[config.mk]
export PLATFORM = sky130hd
export DESIGN_NAME = fetch_ctrl
export DESIGN_NICKNAME = d
export VERILOG_FILES = /design/src/rtl/fetch_ctrl.sv
export SDC_FILE = /design/constraint.sdc
export NUM_CORES = 1
export LEC_CHECK = 0
export ABC_CLOCK_PERIOD_IN_PS = 2200
export BUFFER_PORTS_ARGS = -buffer_cell sky130_fd_sc_hd__buf_2
export CAP_MARGIN = 20
export CELL_PAD_IN_SITES_DETAIL_PLACEMENT = 1
export CELL_PAD_IN_SITES_GLOBAL_PLACEMENT = 1
export CORE_MARGIN = 4
export CORE_UTILIZATION = 37
export DETAILED_ROUTE_END_ITERATION = 16
export PLACE_DENSITY = 0.9
export SLEW_MARGIN = 20
export SYNTH_ARGS = -nofsm -noshare
export SYNTH_HDL_FRONTEND = slang
export SYNTH_SLANG_ARGS = --single-unit
[constraint.sdc]
create_clock -name clk -period 2.2 [get_ports clk]
set_clock_uncertainty 0.1 [all_clocks]
set_input_delay 0.33 -clock clk [delete_from_list [all_inputs] [get_ports clk]]
set_output_delay 0.33 -clock clk [all_outputs]
set_load 0.02 [all_outputs]
[src/rtl/fetch_ctrl.sv]
// fetch_ctrl
//
// Fetch sequencer. Owns the program counter and drives a single-outstanding
// instruction-memory request/grant/response handshake, arbitrates the trap,
// branch and jump redirect sources by fixed priority, and holds one fetched
// instruction in an output slot until decode takes it.
//
// Optional build macro: FETCH_PERF_EN adds the perf_fetch_cnt/perf_kill_cnt
// counter outputs. Without it those ports do not exist.
//
// Ports:
//   clk, reset_n            clock (rising edge), async active-low reset
//   stall                   decode not ready; a full slot is held while high
//   redir_{trap,br,j}_valid redirect requests, priority trap > br > j
//   redir_{trap,br,j}_pc    redirect targets (low two bits ignored)
//   imem_req/imem_addr      fetch request and word-aligned address
//   imem_gnt                request accepted this cycle
//   imem_rvalid/imem_rdata  response strobe and instruction word
//   inst_valid/inst/inst_pc output slot: full flag, instruction, its address
//   pc                      address of the next fetch to issue
//   perf_fetch_cnt          (FETCH_PERF_EN) instructions presented
//   perf_kill_cnt           (FETCH_PERF_EN) responses discarded
//
// state  | meaning
// -------+------------------------------------------------------------
// IDLE   | one cycle after reset release, no request
// REQ    | imem_req high with imem_addr = pc, waiting for imem_gnt
// WAIT   | one fetch outstanding, waiting for imem_rvalid
// HOLD   | response landed in the slot, waiting for decode to take it

module fetch_ctrl #(
  parameter int              XLEN       = 32,
  parameter logic [XLEN-1:0] RESET_VEC  = '0,
  parameter int              INST_BYTES = 4
) (
  input  logic            clk,
  input  logic            reset_n,
  input  logic            stall,
  input  logic            redir_trap_valid,
  input  logic [XLEN-1:0] redir_trap_pc,
  input  logic            redir_br_valid,
  input  logic [XLEN-1:0] redir_br_pc,
  input  logic            redir_j_valid,
  input  logic [XLEN-1:0] redir_j_pc,
  output logic            imem_req,
  output logic [XLEN-1:0] imem_addr,
  input  logic            imem_gnt,
  input  logic            imem_rvalid,
  input  logic [XLEN-1:0] imem_rdata,
  output logic            inst_valid,
  output logic [XLEN-1:0] inst,
  output logic [XLEN-1:0] inst_pc,
  output logic [XLEN-1:0] pc
`ifdef FETCH_PERF_EN
  ,
  output logic [31:0]     perf_fetch_cnt,
  output logic [31:0]     perf_kill_cnt
`endif
);

  typedef enum logic [1:0] {
    S_IDLE = 2'd0,
    S_REQ  = 2'd1,
    S_WAIT = 2'd2,
    S_HOLD = 2'd3
  } state_t;

  state_t          state, state_next;
  logic [XLEN-1:0] pc_q, pc_next;
  logic [XLEN-1:0] req_addr_q;
  logic            kill_q, kill_next;
  logic            slot_next;

  logic            redir_any;
  logic [XLEN-1:0] redir_raw;
  logic [XLEN-1:0] redir_tgt;
  logic            gnt_take;
  logic            rsp_take;
  logic            rsp_present;
  logic            rsp_discard;

  // Redirect arbitration: only the winner's target is looked at.
  always_comb begin
    redir_any = redir_trap_valid | redir_br_valid | redir_j_valid;
    redir_raw = redir_j_pc;
    if (redir_trap_valid)    redir_raw = redir_trap_pc;
    else if (redir_br_valid) redir_raw = redir_br_pc;
    redir_tgt = redir_raw & ~XLEN'(3);
  end

  // gnt and rvalid only mean something in the state that expects them.
  assign gnt_take    = (state == S_REQ) && imem_gnt;
  assign rsp_take    = (state == S_WAIT) && imem_rvalid;
  // A redirect in the response cycle kills that response as well.
  assign rsp_present = rsp_take && !kill_q && !redir_any;
  assign rsp_discard = rsp_take && !rsp_present;

  always_comb begin
    slot_next = inst_valid;
    if (redir_any)                slot_next = 1'b0;
    else if (rsp_present)         slot_next = 1'b1;
    else if (inst_valid && !stall) slot_next = 1'b0;
  end

  always_comb begin
    pc_next = pc_q;
    if (redir_any)     pc_next = redir_tgt;
    else if (gnt_take) pc_next = pc_q + XLEN'(INST_BYTES);
  end

  // Next state. REQ is only entered with the slot empty at the next edge,
  // so a response can always be accepted and the slot never overflows.
  always_comb begin
    state_next = state;
    kill_next  = kill_q;
    unique case (state)
      S_IDLE: state_next = S_REQ;
      S_REQ: begin
        if (imem_gnt) begin
          state_next = S_WAIT;
          // The granted fetch is for the old path if a redirect came with it.
          kill_next  = redir_any;
        end
      end
      S_WAIT: begin
        if (imem_rvalid) begin
          // Outstanding fetch is retired either way; a redirect in this
          // cycle has nothing left to kill.
          kill_next  = 1'b0;
          state_next = slot_next ? S_HOLD : S_REQ;
        end else if (redir_any) begin
          kill_next  = 1'b1;
        end
      end
      S_HOLD: begin
        if (!slot_next) state_next = S_REQ;
      end
      default: state_next = S_IDLE;
    endcase
  end

  always_ff @(posedge clk or negedge reset_n) begin
    if (!reset_n) begin
      state      <= S_IDLE;
      pc_q       <= RESET_VEC;
      req_addr_q <= RESET_VEC;
      kill_q     <= 1'b0;
      inst_valid <= 1'b0;
      inst       <= '0;
      inst_pc    <= '0;
    end else begin
      state      <= state_next;
      pc_q       <= pc_next;
      kill_q     <= kill_next;
      inst_valid <= slot_next;
      if (gnt_take) req_addr_q <= pc_q;
      if (rsp_present) begin
        inst    <= imem_rdata;
        inst_pc <= req_addr_q;
      end
    end
  end

  assign imem_req  = (state == S_REQ);
  assign imem_addr = pc_q;
  assign pc        = pc_q;

`ifdef FETCH_PERF_EN
  always_ff @(posedge clk or negedge reset_n) begin
    if (!reset_n) begin
      perf_fetch_cnt <= '0;
      perf_kill_cnt  <= '0;
    end else begin
      if (rsp_present) perf_fetch_cnt <= perf_fetch_cnt + 32'd1;
      if (rsp_discard) perf_kill_cnt  <= perf_kill_cnt + 32'd1;
    end
  end
`endif

endmodule

After elaboration in Yosys (flattened, before gate mapping)
Index checks and enable logic that the tools add are counted.

Input bits: 136. Logic and storage cells: 46. Output and inout port bits: 130. Register bits after elaboration: 132.

Eq/ne operators: 7. Reductions and logical operators: 13. Mux-type cells: 16. Bitwise gates (word level): 2. Add/sub/neg operators: 1.

Operator list (number): $mux W32 (4); $add A32 B3 Y32 const B (1); $mux W2 (4); $pmux W2 S4 (1); $mux W1 (6); $reduce_and A3 Y1 (2); $logic_and A1 B1 Y1 (5); $eq A2 B2 Y1 const B (2); $ne A2 B2 Y1 const B (2); $reduce_bool A2 Y1 (2); $logic_not A1 Y1 (3); $ne A3 B3 Y1 const B (1); $eq A2 B1 Y1 const B (1); $logic_not A2 Y1 (1); $ne A2 B1 Y1 const B (1); $or A1 B1 Y1 (2); $pmux W1 S2 (1).

Depth between registers and ports, before layout
Depth in word-level cells: 9. Gate-level depth with buffers: 8. Depth with buffers taken out: 6.

Least setup slack after synthesis
OpenSTA, ideal clock, no wires.

Path type: flip-flop to flip-flop. From: register state[1]. To: register pc_q[22] (netlist: imem_addr[22]). Library setup time: 0.123 ns. Path slack: 0.120 ns. Stages on the path, launching flop included: 8. Period minus slack after synthesis: 2.080 ns. Data required time: 1.977 ns. Path buffers: 1. Arrival time: 1.857 ns. Cell sequence: dfrtp_1 > inv_1 > ha_1 > buf_2 > nand2_1 > nor3_1 > a31oi_1 > o221a_2.

Longest elaborated chain between the ends: 3.

RTL lines: start, declared (RTL line 68) `state_t state, state_next;`; start signal, assigned (RTL line 152) `state <= state_next;`; $eq A2 B1 Y1; via imem_req (RTL line 45) `output logic imem_req,`; $logic_and A1 B1 Y1 (RTL line 92) `assign gnt_take = (state == S_REQ) && imem_gnt;`; $reduce_bool A2 Y1 (no source line); end signal, assigned (RTL line 153) `pc_q <= pc_next;`; end, declared (RTL line 69) `logic [XLEN-1:0] pc_q, pc_next;`.

The timed path passes the listed nets, and every way through them passes these cells. A chain may end at the register's enable or synchronous reset.

Worst setup path in the final report
From: register pc_q[14] (netlist: imem_addr[14]). To: register pc_q[25] (netlist: imem_addr[25]).

Longest elaborated chain between the ends: 3.

RTL lines: $add A32 B3 Y32 (RTL line 108) `else if (gnt_take) pc_next = pc_q + XLEN'(INST_BYTES);`; $mux W32 (RTL line 108); $mux W32 (RTL line 107) `if (redir_any) pc_next = redir_tgt;`.

Every way passes these cells. The select of a mux whose other input is x is not followed.

==> reports/results.md <==
- finished, final reports clean — run status
- 603 ps — transition time at the pin with the least slew margin
- 0 — number of diodes
- 0.00875 mm² — area of all placed cells without fillers
- 0.000413 V — worst supply voltage drop on vdd
- 32.0% — synth-to-layout area growth
- 6,633 — vias in the first global route
- 5.46 — average vias per placed instance
- 26.9 ps — Min Hold Slack
- done — CTS tree
- 974 mW/mm² — total power density per cell area
- flop — kind of start point of the critical path
- 4 — count of H-tree levels built during CTS
- 47.5% — fraction of the yosys area taken by sequential cells
- 266 — io pins
- 17,000 µm — Detailed Place HPWL
- 2070 ps — shortest clock period the worst path allows after layout
- 0 — total grt overflow
- 126 — clock sinks
- 35,800 µm — first-pass GRT wire length
- 126 — FF+latch count, synth
- 0 — Final setup viols
- 59.4% — Slew Limit Headroom
- 0.00663 mm² — Post-Syn Area
- 2250 ps — arrival time at the worst endpoint
- 530 ps — highest cell delay on the worst timing path
- dfrtp_1 — flip-flop cell with the highest count after synthesis
- 100% — share of synthesized flip-flops with an asynchronous set or reset
- 12.0% — mux share of post-synthesis cell area
- 0.0174 mm² — Core ar.
- 1,024 — nets
- 142 µm — die outline width
- simple AND/OR/NAND/NOR gates — main combinational cell family by area after synthesis
- imem_addr[14] — worst reg2reg path startpoint
- primary input to flop — Hold/Removal Path Class
- 4.54 nW — LEAKAGE
- 13.4% — fraction of the mapped netlist area in compound gates
- 1,087 — number of cells in the design after placement
- 0.484 GHz — max frequency
- nand3_1, or3_1, nor4_1, nor3_1 — series of cell instances along the critical path
- 54 — pin count of the biggest net entering global routing
- 0 — final hold violations
- 45.2% — layout cell share with drive strength beyond 1
- 134 ps — post-route worst setup slack
- 0.943% — adder-cell share of the synthesized area
- 0 — number of setup buffers added after CTS
- 0 — max-cap violations
- 420 ps — Skew-Pair Late Insertion Delay
- 0 ps — Fin Setup TNS
- 8 — maximum fanout encountered on the critical timing path
- 636 — cell count after synthesis
- 119 ps — setup slack at placement
- or3_1 — Worst path slowest cell
- buf_2 — leading cell type in the layout, fill and taps excluded
- 8.52 mW — Design Power
- imem_rdata[15] — startpoint of the worst hold path
- 0 — antenna violations before repair
- 0 — antenna viol nets, final
- 50.3% — post-route core utilization
- 17.0% — synthesized-area fraction occupied by and/or/nand/nor cells
- 0.00808 mm² — placed standard-cell area
- 22.5% — GRT Resource Usage Total
- 0 — final-report max-slew violation count
- simple AND/OR/NAND/NOR gates — CP top delay family
- 17 — clock buffers created by TritonCTS
- buf_2 (252), dfrtp_1 (126), nand2_1 (106) — commonest cells after routing, fill and taps aside
- 38.1% — initial standard-cell utilization of the core
- 0 — warning count from the yosys run
- 0 — EDFF count, synth
- 48 — count of standard-cell rows
- 23,000 µm — total length of routed wires
- flop to flop — Crit Path Category
- 1,121 — Final Instance Count excl. Fillers
- 6,122 — number of vias in the routed layout
- 62 — count of distinct cell types in the synthesized netlist
- clkbuf_16 — Clock Root Buffer
- 6 — detailed-router iteration count before antenna repair
- 0 — critical path buffer and inverter count
- 10.4 µm² — mean post-synth cell area
- 142 µm — Die H
- false — unrepaired setup endpoints after global routing
- 20.6 µm — wire length per cell after detailed routing
- 2390 ps — data required time at the worst endpoint
- 0.0201 mm² — floorplan die area
- 0 — remaining design rule violation count
- 60 ps — clock-pin slew of the registers on the worst-case setup and hold paths
- imem_addr[14] — CP startpoint
- 2 — maximum clock insertion buffer count
- 93.9% — Final period util
- 1.06% — share of the synthesized netlist area taken by xor and xnor gates
- 0.853 — GPL Wtd Cong
- 547 — violation count after the first detailed-route iteration
- 253 — Port Buf Inserts
- flop — kind of capture point of the worst setup path
cells by family after synthesis:
family | count (synthesis)
AND/OR/NAND/NOR | 221
multiplexers | 72
flip-flops | 126
AO/OA/AOI/OAI | 120
buffers and inverters | 83
other | 1
adder cells (fa/ha/maj) | 5
XOR/XNOR | 8
routing by layer:
layer	vias to the layer above	track usage, %	routed length (µm)
met2	278	38.1	11400
met4	0	9.24	658
met1	3022	28.0	9430
li1	2766	-	-
met5	-	0	0
met3	56	4.79	1570
what timing repair did:
| item | 4_1_cts | 5_1_grt |
|---|---|---|
| setup endpoints to repair | 0 | 23 |
| gates resized for setup | 0 | 2 |
| hold buffers | 1 | 0 |
| endpoints found under the hold margin | 48 | 0 |
state kept, by name, indices dropped and copies added (netlist names):
signal and flops:
inst_valid 1, kill_q 1, req_addr_q 30, inst 32
state 2, imem_addr 30, inst_pc 30
cell type report:
| class | instances | area, µm² |
|---|---|---|
| Tap cell | 225 | 282 |
| Inverter | 8 | 30.0 |
| Timing Repair Buffer | 298 | 1680 |
| Fill cell | 2003 | 8660 |
| Clock buffer | 18 | 439 |
| Multi-Input combinational cell | 432 | 2980 |
| Clock inverter | 14 | 193 |
| Sequential cell | 126 | 3150 |
worst reg2reg max path: stages (launching register included):
cell	delay, ps
dfrtp_1	510
nand3_1	260
or3_1	530
nor4_1	410
nor3_1	120
worst paths after layout:
kind                       slack (ps)              to  cells after the start
setup / recovery                  130   imem_addr[25]                      4
hold / removal                     30        inst[15]                      2
setup reg to reg                  130   imem_addr[25]                      4
hold reg to reg                   370  req_addr_q[14]                      2
max in group asynchronous        1040  req_addr_q[25]                      3
min in group asynchronous         330  req_addr_q[28]                      2
cell usage after synthesis (2+ instances only):
cell / number / area share (%)
a211oi_1: 12 / 1.4
a21oi_1: 30 / 2.3
a221o_1: 4 / 0.60
a221oi_1: 6 / 0.79
a22oi_1: 4 / 0.45
a2bb2oi_1: 12 / 1.6
a311oi_1: 5 / 0.66
a31oi_1: 6 / 0.57
a41o_1: 2 / 0.30
and2_1: 3 / 0.28
and3_1: 7 / 0.66
and4_1: 4 / 0.53
buf_2: 19 / 1.4
buf_4: 36 / 4.1
buf_6: 8 / 1.4
clkbuf_1: 12 / 0.68
dfrtp_1: 126 / 48
ha_1: 5 / 0.94
inv_1: 8 / 0.45
mux2_1: 5 / 0.85
mux2_2: 57 / 9.7
mux2i_1: 10 / 1.5
nand2_1: 106 / 6.0
nand2b_1: 4 / 0.38
nand3_1: 13 / 0.98
nand3b_1: 14 / 1.6
nand4_1: 11 / 1.0
nor2_1: 23 / 1.3
nor2b_1: 3 / 0.28
nor3_1: 13 / 0.98
nor4_1: 7 / 0.66
o21a_1: 3 / 0.34
o21ai_0: 8 / 0.60
o221a_2: 4 / 0.68
o221ai_1: 2 / 0.26
o22ai_1: 8 / 0.75
o2bb2a_1: 2 / 0.30
o2bb2ai_1: 2 / 0.26
or3_1: 3 / 0.28
xnor2_1: 3 / 0.40
xor2_1: 5 / 0.66
report_power, final:
part           internal (mW)  total [mW]  switching, mW  leakage, nW
clock network           1.92        2.98           1.06        0.290
registers               2.83        3.20          0.366         1.65
logic                  0.889        2.34           1.45         2.60
total                   5.64        8.52           2.88         4.54
(Power assumes the default switching activity.)
